==> src/rtl/bip_dmem_arbiter.sv <==
// bip_dmem_arbiter: shares the BIP data memory between the core (absolute priority) and a debug requester.
module bip_dmem_arbiter #(
  parameter int ADDRESS_BITS = 11,
  parameter int DATA_BITS    = 16,
  parameter int WAIT_BITS    = 8,
  parameter int MAX_WAIT     = 255
) (
  input  logic                    clk,
  input  logic                    rst,
  input  logic                    cpu_halt,
  input  logic                    cpu_read,
  input  logic                    cpu_write,
  input  logic [ADDRESS_BITS-1:0] cpu_address,
  input  logic [DATA_BITS-1:0]    cpu_wdata,
  output logic [DATA_BITS-1:0]    cpu_rdata,
  input  logic                    dbg_req,
  input  logic                    dbg_we,
  input  logic [ADDRESS_BITS-1:0] dbg_address,
  input  logic [DATA_BITS-1:0]    dbg_wdata,
  output logic                    dbg_busy,
  output logic                    dbg_ack,
  output logic [DATA_BITS-1:0]    dbg_rdata,
  output logic [WAIT_BITS-1:0]    dbg_wait,
  output logic                    dbg_starve,
  output logic                    mem_read,
  output logic                    mem_write,
  output logic [ADDRESS_BITS-1:0] mem_address,
  output logic [DATA_BITS-1:0]    mem_wdata,
  input  logic [DATA_BITS-1:0]    mem_rdata
);
  typedef enum logic [1:0] {IDLE, PEND, RESP} state_t;
  state_t                  state_q, state_d;
  logic                    lwe_q, lwe_d, ack_q, ack_d, starve_q, starve_d, last_rd_q, last_rd_d;
  logic [ADDRESS_BITS-1:0] laddr_q, laddr_d;
  logic [DATA_BITS-1:0]    lwdata_q, lwdata_d, hold_q, hold_d, rdata_q, rdata_d;
  logic [WAIT_BITS-1:0]    wait_q, wait_d, wait_inc;
  logic                    grant;
  assign grant       = (state_q == PEND) & (~(cpu_read | cpu_write) | cpu_halt);
  assign mem_read    = grant ? ~lwe_q : cpu_read;
  assign mem_write   = grant ? lwe_q : cpu_write;
  assign mem_address = grant ? laddr_q : cpu_address;
  assign mem_wdata   = grant ? lwdata_q : cpu_wdata;
  // After a debug read the memory port returns debug data, so the core sees its last value instead
  assign cpu_rdata   = last_rd_q ? hold_q : mem_rdata;
  assign dbg_busy    = state_q != IDLE;
  assign dbg_ack     = ack_q;
  assign dbg_rdata   = rdata_q;
  assign dbg_wait    = wait_q;
  assign dbg_starve  = starve_q;
  assign wait_inc    = &wait_q ? wait_q : wait_q + 1'b1;
  always_comb begin
    state_d   = state_q;
    lwe_d     = lwe_q;
    laddr_d   = laddr_q;
    lwdata_d  = lwdata_q;
    wait_d    = wait_q;
    starve_d  = starve_q;
    rdata_d   = rdata_q;
    ack_d     = 1'b0;
    last_rd_d = grant & ~lwe_q;
    hold_d    = cpu_rdata;
    case (state_q)
      IDLE: if (dbg_req) begin
        lwe_d    = dbg_we;
        laddr_d  = dbg_address;
        lwdata_d = dbg_wdata;
        wait_d   = '0;
        state_d  = PEND;
      end
      PEND: if (grant) begin
        ack_d   = lwe_q;
        state_d = lwe_q ? IDLE : RESP;
      end else begin
        wait_d   = wait_inc;
        starve_d = starve_q | (wait_inc >= WAIT_BITS'(MAX_WAIT));
      end
      RESP: begin
        rdata_d = mem_rdata;
        ack_d   = 1'b1;
        state_d = IDLE;
      end
      default: state_d = IDLE;
    endcase
  end
  always_ff @(posedge clk) begin
    if (!rst) begin
      state_q   <= IDLE;
      lwe_q     <= 1'b0;
      laddr_q   <= '0;
      lwdata_q  <= '0;
      wait_q    <= '0;
      starve_q  <= 1'b0;
      rdata_q   <= '0;
      ack_q     <= 1'b0;
      last_rd_q <= 1'b0;
      hold_q    <= '0;
    end else begin
      state_q   <= state_d;
      lwe_q     <= lwe_d;
      laddr_q   <= laddr_d;
      lwdata_q  <= lwdata_d;
      wait_q    <= wait_d;
      starve_q  <= starve_d;
      rdata_q   <= rdata_d;
      ack_q     <= ack_d;
      last_rd_q <= last_rd_d;
      hold_q    <= hold_d;
    end
  end
endmodule
==> config.mk <==
export PLATFORM = sky130hd
export DESIGN_NAME = bip_dmem_arbiter
export DESIGN_NICKNAME = d
export VERILOG_FILES = /design/src/rtl/bip_dmem_arbiter.sv
export SDC_FILE = /design/constraint.sdc
export NUM_CORES = 1
export LEC_CHECK = 0
export BUFFER_PORTS_ARGS = -buffer_cell sky130_fd_sc_hd__clkbuf_2
export CORE_MARGIN = 2
export CORE_UTILIZATION = 40
export DETAILED_ROUTE_END_ITERATION = 16
export GPL_TIMING_DRIVEN = 1
export PLACE_DENSITY = 0.77
export SETUP_SLACK_MARGIN = 0.1
export SLEW_MARGIN = 20
export SYNTH_ARGS = -nofsm -noshare
export SYNTH_HDL_FRONTEND = slang
export SYNTH_SLANG_ARGS = --single-unit
==> constraint.sdc <==
create_clock -name clk -period 4.85 [get_ports clk]
set_input_delay 0.2425 -clock clk [delete_from_list [all_inputs] [get_ports clk]]
set_output_delay 0.2425 -clock clk [all_outputs]
set_load 0.005 [all_outputs]
### Word level (Yosys, flattened, before mapping)

Cells that the tools add are included.
W data, S select, Z words.

* add/sub/neg operators: 1
* multipliers: 0
* shifts and indexed selects: 0
* div/mod/pow operators: 0
* reduce and logical (&&, ||, !) cells: 8
* magnitude comparators: 1
* bitwise gates (word level): 8
* equal/unequal tests: 5
* muxes and demuxes: 15

Operators by type and width (number)
* $mux W16: 2
* $mux W8: 3
* $pmux W8 S2: 1
* $mux W11: 1
* $add A8 B1 Y8 const B: 1
* $ge A8 B8 Y1 const B: 1
* $reduce_and A8 Y1: 1
* $mux W2: 3
* $ne A2 B2 Y1 const B: 3
* $reduce_and A2 Y1: 3
* $pmux W2 S2: 1
* $reduce_bool A2 Y1: 2
* $mux W1: 3
* $not A1 Y1: 3
* $or A1 B1 Y1: 3
* $reduce_and A3 Y1: 1
* $and A1 B1 Y1: 2
* $eq A2 B1 Y1 const B: 1
* $eq A2 B2 Y1 const B: 1
* $logic_not A2 Y1: 1
* $pmux W1 S2: 1

* logic and storage cells: 48
* memories kept: 0
* bits in read-only memories: 0
* register bits after elaboration: 73
* RAM bits: 0
* output and inout bits: 72
* latch bits: 0

### Logic depth before layout (Yosys ltp)

* depth in word-level cells: 6
* mapped depth: 7

### Least setup slack after synthesis

OpenSTA, ideal clock, no wires.

* path type: register to register
* start point: reg wait_q[0], in the netlist dbg_wait[0]
* end point: reg starve_q, in the netlist dbg_starve
* slack: 3.194 ns
* setup time: 0.119 ns
* cell stages (with the launch flop): 6
* required time: 4.731 ns
* data arrival time: 1.537 ns
* buffers on the path: 0
* path through: dfxtp_1 > ha_1 > and4_1 > or4b_1 > nand4_1 > o31ai_2

* word-level cells in the longest chain between the ends: 4

RTL lines
* start, declared: line 36 `logic [WAIT_BITS-1:0] wait_q, wait_d, wait_inc;`
* start signal, assigned: line 102 `wait_q <= wait_d;`
* $add A8 B1 Y8 or $reduce_and A8 Y1 (tied branches): line 50 `assign wait_inc = &wait_q ? wait_q : wait_q + 1'b1;`
* $mux W8 (*): line 50
* $ge A8 B8 Y1 (*): line 75 `starve_d = starve_q | (wait_inc >= WAIT_BITS'(MAX_WAIT));`
* $or A1 B1 Y1 (*): line 75
* end signal, assigned: line 103 `starve_q <= starve_d;`
* end, declared: line 33 `logic lwe_q, lwe_d, ack_q, ack_d, starve_q, starve_d, last_rd_q, last_rd_d;`

Mark *: on every way between the ends. The rest lies on a longest branch, timed or not.
A chain may end at the register's enable or synchronous reset.

### Worst setup path after layout

* start point: reg state_q[1]
* end point: out mem_address[10]

* word-level cells in the longest chain between the ends: 3

RTL lines
* start, declared: line 32 `state_t state_q, state_d;`
* start signal, assigned: line 98 `state_q <= state_d;`
* $eq A2 B1 Y1: line 38 `assign grant = (state_q == PEND) & (~(cpu_read | cpu_write) | cpu_halt);`
* $and A1 B1 Y1: line 38
* $mux W11: line 41 `assign mem_address = grant ? laddr_q : cpu_address;`
* end, declared: line 27 `output logic [ADDRESS_BITS-1:0] mem_address,`

No other way between the ends.

==> impl_metrics.tcl <==
set metrics [dict create \
    syn_area_mm2 0.00328 \
    detail_route.wl_per_cell_um 13.6 \
    synth.distinct_cells 42 \
    dp_slack_ns 2.94 \
    outcome "finished, final reports clean" \
    ys_seq_area_share_pct 44.5 \
    fin_nets 577 \
    setup_slack_ns 2.55 \
    grt_pass1_vias 2776 \
    hp-class "input port to register" \
    clock_latency_ns 0.35 \
    worst_setup_path_start_kind "register" \
    slew_headroom_pct 33.1 \
    drt_iter0_markers 104 \
    die_h_um 94.6 \
    vias_per_cell 4.95 \
    ctsResizeCount 0 \
    postCtsSetupRepairBufs 0 \
    yosysWarningCount 0 \
    ant_nets 0 \
    finalClockSkew_ns 0.00870 \
    ir_worst_vdd_mv 0.163 \
    worst_pin_slew_ns 1.00 \
    setup_viol 0 \
    cts_buffer_depth 2 \
    finalCriticalPeriod_ns 2.30 \
    fin_crit_sh_pct 47.4 \
    post-dp-hpwl_um 5960 \
    antenna_found_initial 0 \
    holdCritStartpoint "dbg_wdata[10]" \
    synth_edf_count 0 \
    finalSetupTns_ns 0 \
    hold_viol 0 \
    synth-seq-cells 73 \
    vias 2998 \
    cap_viol_max_count 0 \
    cts_htree_levels 3 \
    ys.flop_type "dfxtp_1" \
    avgSynthCellArea_um2 9.19 \
    async_flop_share_pct 0 \
    synth_nets 438 \
    die_w_um 94.6 \
    cts-root-buf "clkbuf_8" \
    insertedDiodeCount 0 \
    syn2layout_area_growth_pct 31.8 \
    cts.sinks 73 \
    cts_tree "built" \
    route.detailed.drc 0 \
    placedCellCount 590 \
    critPathCaptureType "output pin" \
    cp_data_arrival_time_ns 2.06 \
    grt_pass1_wl_um 12800 \
    cp_max_fo 32 \
    pwr_density_cell_mw_per_mm2 336 \
    overflow 0 \
    hold_buffers 0 \
    grt_max_degree 53 \
    rsz0062_at_grt "false" \
    p_leak_nw 1.94 \
    slew_violations 0 \
    syn_inst 357 \
    timing.setup.critical_path_class "register to output pin" \
    port_buffers 148 \
    dieArea_mm2 0.00895 \
    rows 33 \
    routed_wl_um 8250 \
    stdcell_count 606 \
    cts_buffers 9 \
    fmax_ghz 0.435 \
    path_clk_slew_ns 0.08 \
    first_pass_iters 4 \
    gp_congestion 0.833 \
    core-area_mm2 0.00809 \
    r2r-start "dbg_wait[0]" \
    crit_start "state_q[1]" \
    ioPinCount 149 \
    crit_required_ns 4.61 \
    drive_above_1_share_pct 34.1 \
    start_util_pct 40.6 \
    grt_usage_pct 18.4 \
    power_mw 1.46 \
]
[placed cells by master, fill, tap and decap left out, types with 5 or more instances in the layout]
| master | n |
|---|---|
| clkbuf_8 | 11 |
| a211oi_1 | 5 |
| nor2_1 | 21 |
| a21oi_1 | 36 |
| and2_1 | 17 |
| nand2_1 | 70 |
| nor3_1 | 5 |
| clkbuf_2 | 148 |
| o21ai_1 | 5 |
| mux2i_1 | 16 |
| mux2_1 | 44 |
| dfxtp_1 | 73 |
[path summary, 6_finish.rpt]
check,to,slack [ns],depth (start not counted)
hold / removal,lwdata_q[10],0.11,3
setup / recovery,mem_address[10],2.55,6
setup reg to reg,dbg_wait[3],2.94,5
hold reg to reg,lwdata_q[9],0.46,2
[state kept, by name, indices dropped and copies added, names as in the netlist]
| name | cells |
|---|---|
| dbg_rdata | 16 |
| hold_q | 16 |
| lwdata_q | 16 |
| laddr_q | 11 |
| dbg_wait | 8 |
| state_q | 2 |
| dbg_ack | 1 |
| dbg_starve | 1 |
| last_rd_q | 1 |
| lwe_q | 1 |
[per-stage QoR]
step,instance area [um^2],hold slack (ns),utilization [%]
floorplan,3280,0.378,-
global placement,4070,0.438,50.3
detailed placement,4070,0.446,50.3
CTS,4330,0.0940,53.5
global route,4330,0.105,53.5
finish,4330,0.110,53.5
[synthesized netlist by cell type, types with 2 or more instances]
| cell | instances | share of area, % |
|---|---|---|
| ha_1 | 4 | 1.5 |
| o21ai_1 | 5 | 0.76 |
| a21oi_1 | 36 | 5.5 |
| buf_2 | 8 | 1.2 |
| buf_1 | 4 | 0.46 |
| mux2_1 | 44 | 15 |
| mux2i_1 | 16 | 4.9 |
| clkbuf_1 | 9 | 1.0 |
| and2_1 | 17 | 3.2 |
| and4_1 | 2 | 0.53 |
| nor2_1 | 21 | 2.4 |
| nor3_1 | 5 | 0.76 |
| a31oi_1 | 3 | 0.57 |
| inv_1 | 4 | 0.46 |
| nand2_1 | 70 | 8.0 |
| a211oi_1 | 5 | 1.1 |
| or3_1 | 2 | 0.38 |
| a21o_1 | 2 | 0.46 |
| nand4_1 | 3 | 0.57 |
| o211a_1 | 2 | 0.61 |
| nand3_1 | 2 | 0.31 |
| dfxtp_1 | 73 | 45 |
[critical path: stages (launching register included)]
cell and delay, ns:
dfxtp_1 0.38, inv_1 0.08, ha_1 0.29, nand2_1 0.09, buf_4 0.37, mux2_1 0.38
clkbuf_2 0.12
[cells by family after synthesis]
group                    after synthesis  synth area share (%)
AO/OA/AOI/OAI                         64                  12.3
multiplexers                          60                  20.0
flip-flops                            73                  44.5
AND/OR/NAND/NOR                      130                  18.4
buffers and inverters                 26                  3.28
adder cells (fa/ha/maj)                4                  1.53
[routing by layer]
| layer | global-route usage [%] | part of all wire [%] | vias up |
|---|---|---|---|
| li1 | - | - | 1510 |
| met1 | 22.0 | 43 | 1366 |
| met2 | 31.7 | 49 | 112 |
| met3 | 5.59 | 6.8 | 10 |
| met4 | 5.80 | 1.1 | 0 |
| met5 | 0 | 0 | - |
[cell type report]
type | instances | area (um^2)
Tap cell | 105 | 131
Fill cell | 784 | 3770
Multi-Input combinational cell | 258 | 1710
Sequential cell | 73 | 1460
Clock buffer | 12 | 155
Timing Repair Buffer | 149 | 748
Inverter | 5 | 18.8
Clock inverter | 4 | 98.8
[power by group]
group / leakage [nW] / internal, mW / total (mW) / switching [mW]
Sequential: 0.598 / 0.630 / 0.648 / 0.0175
Combinational: 1.21 / 0.104 / 0.214 / 0.110
Clock: 0.127 / 0.371 / 0.594 / 0.223
Total: 1.94 / 1.11 / 1.46 / 0.350
Note: power is estimated with default switching activity, not from simulation.
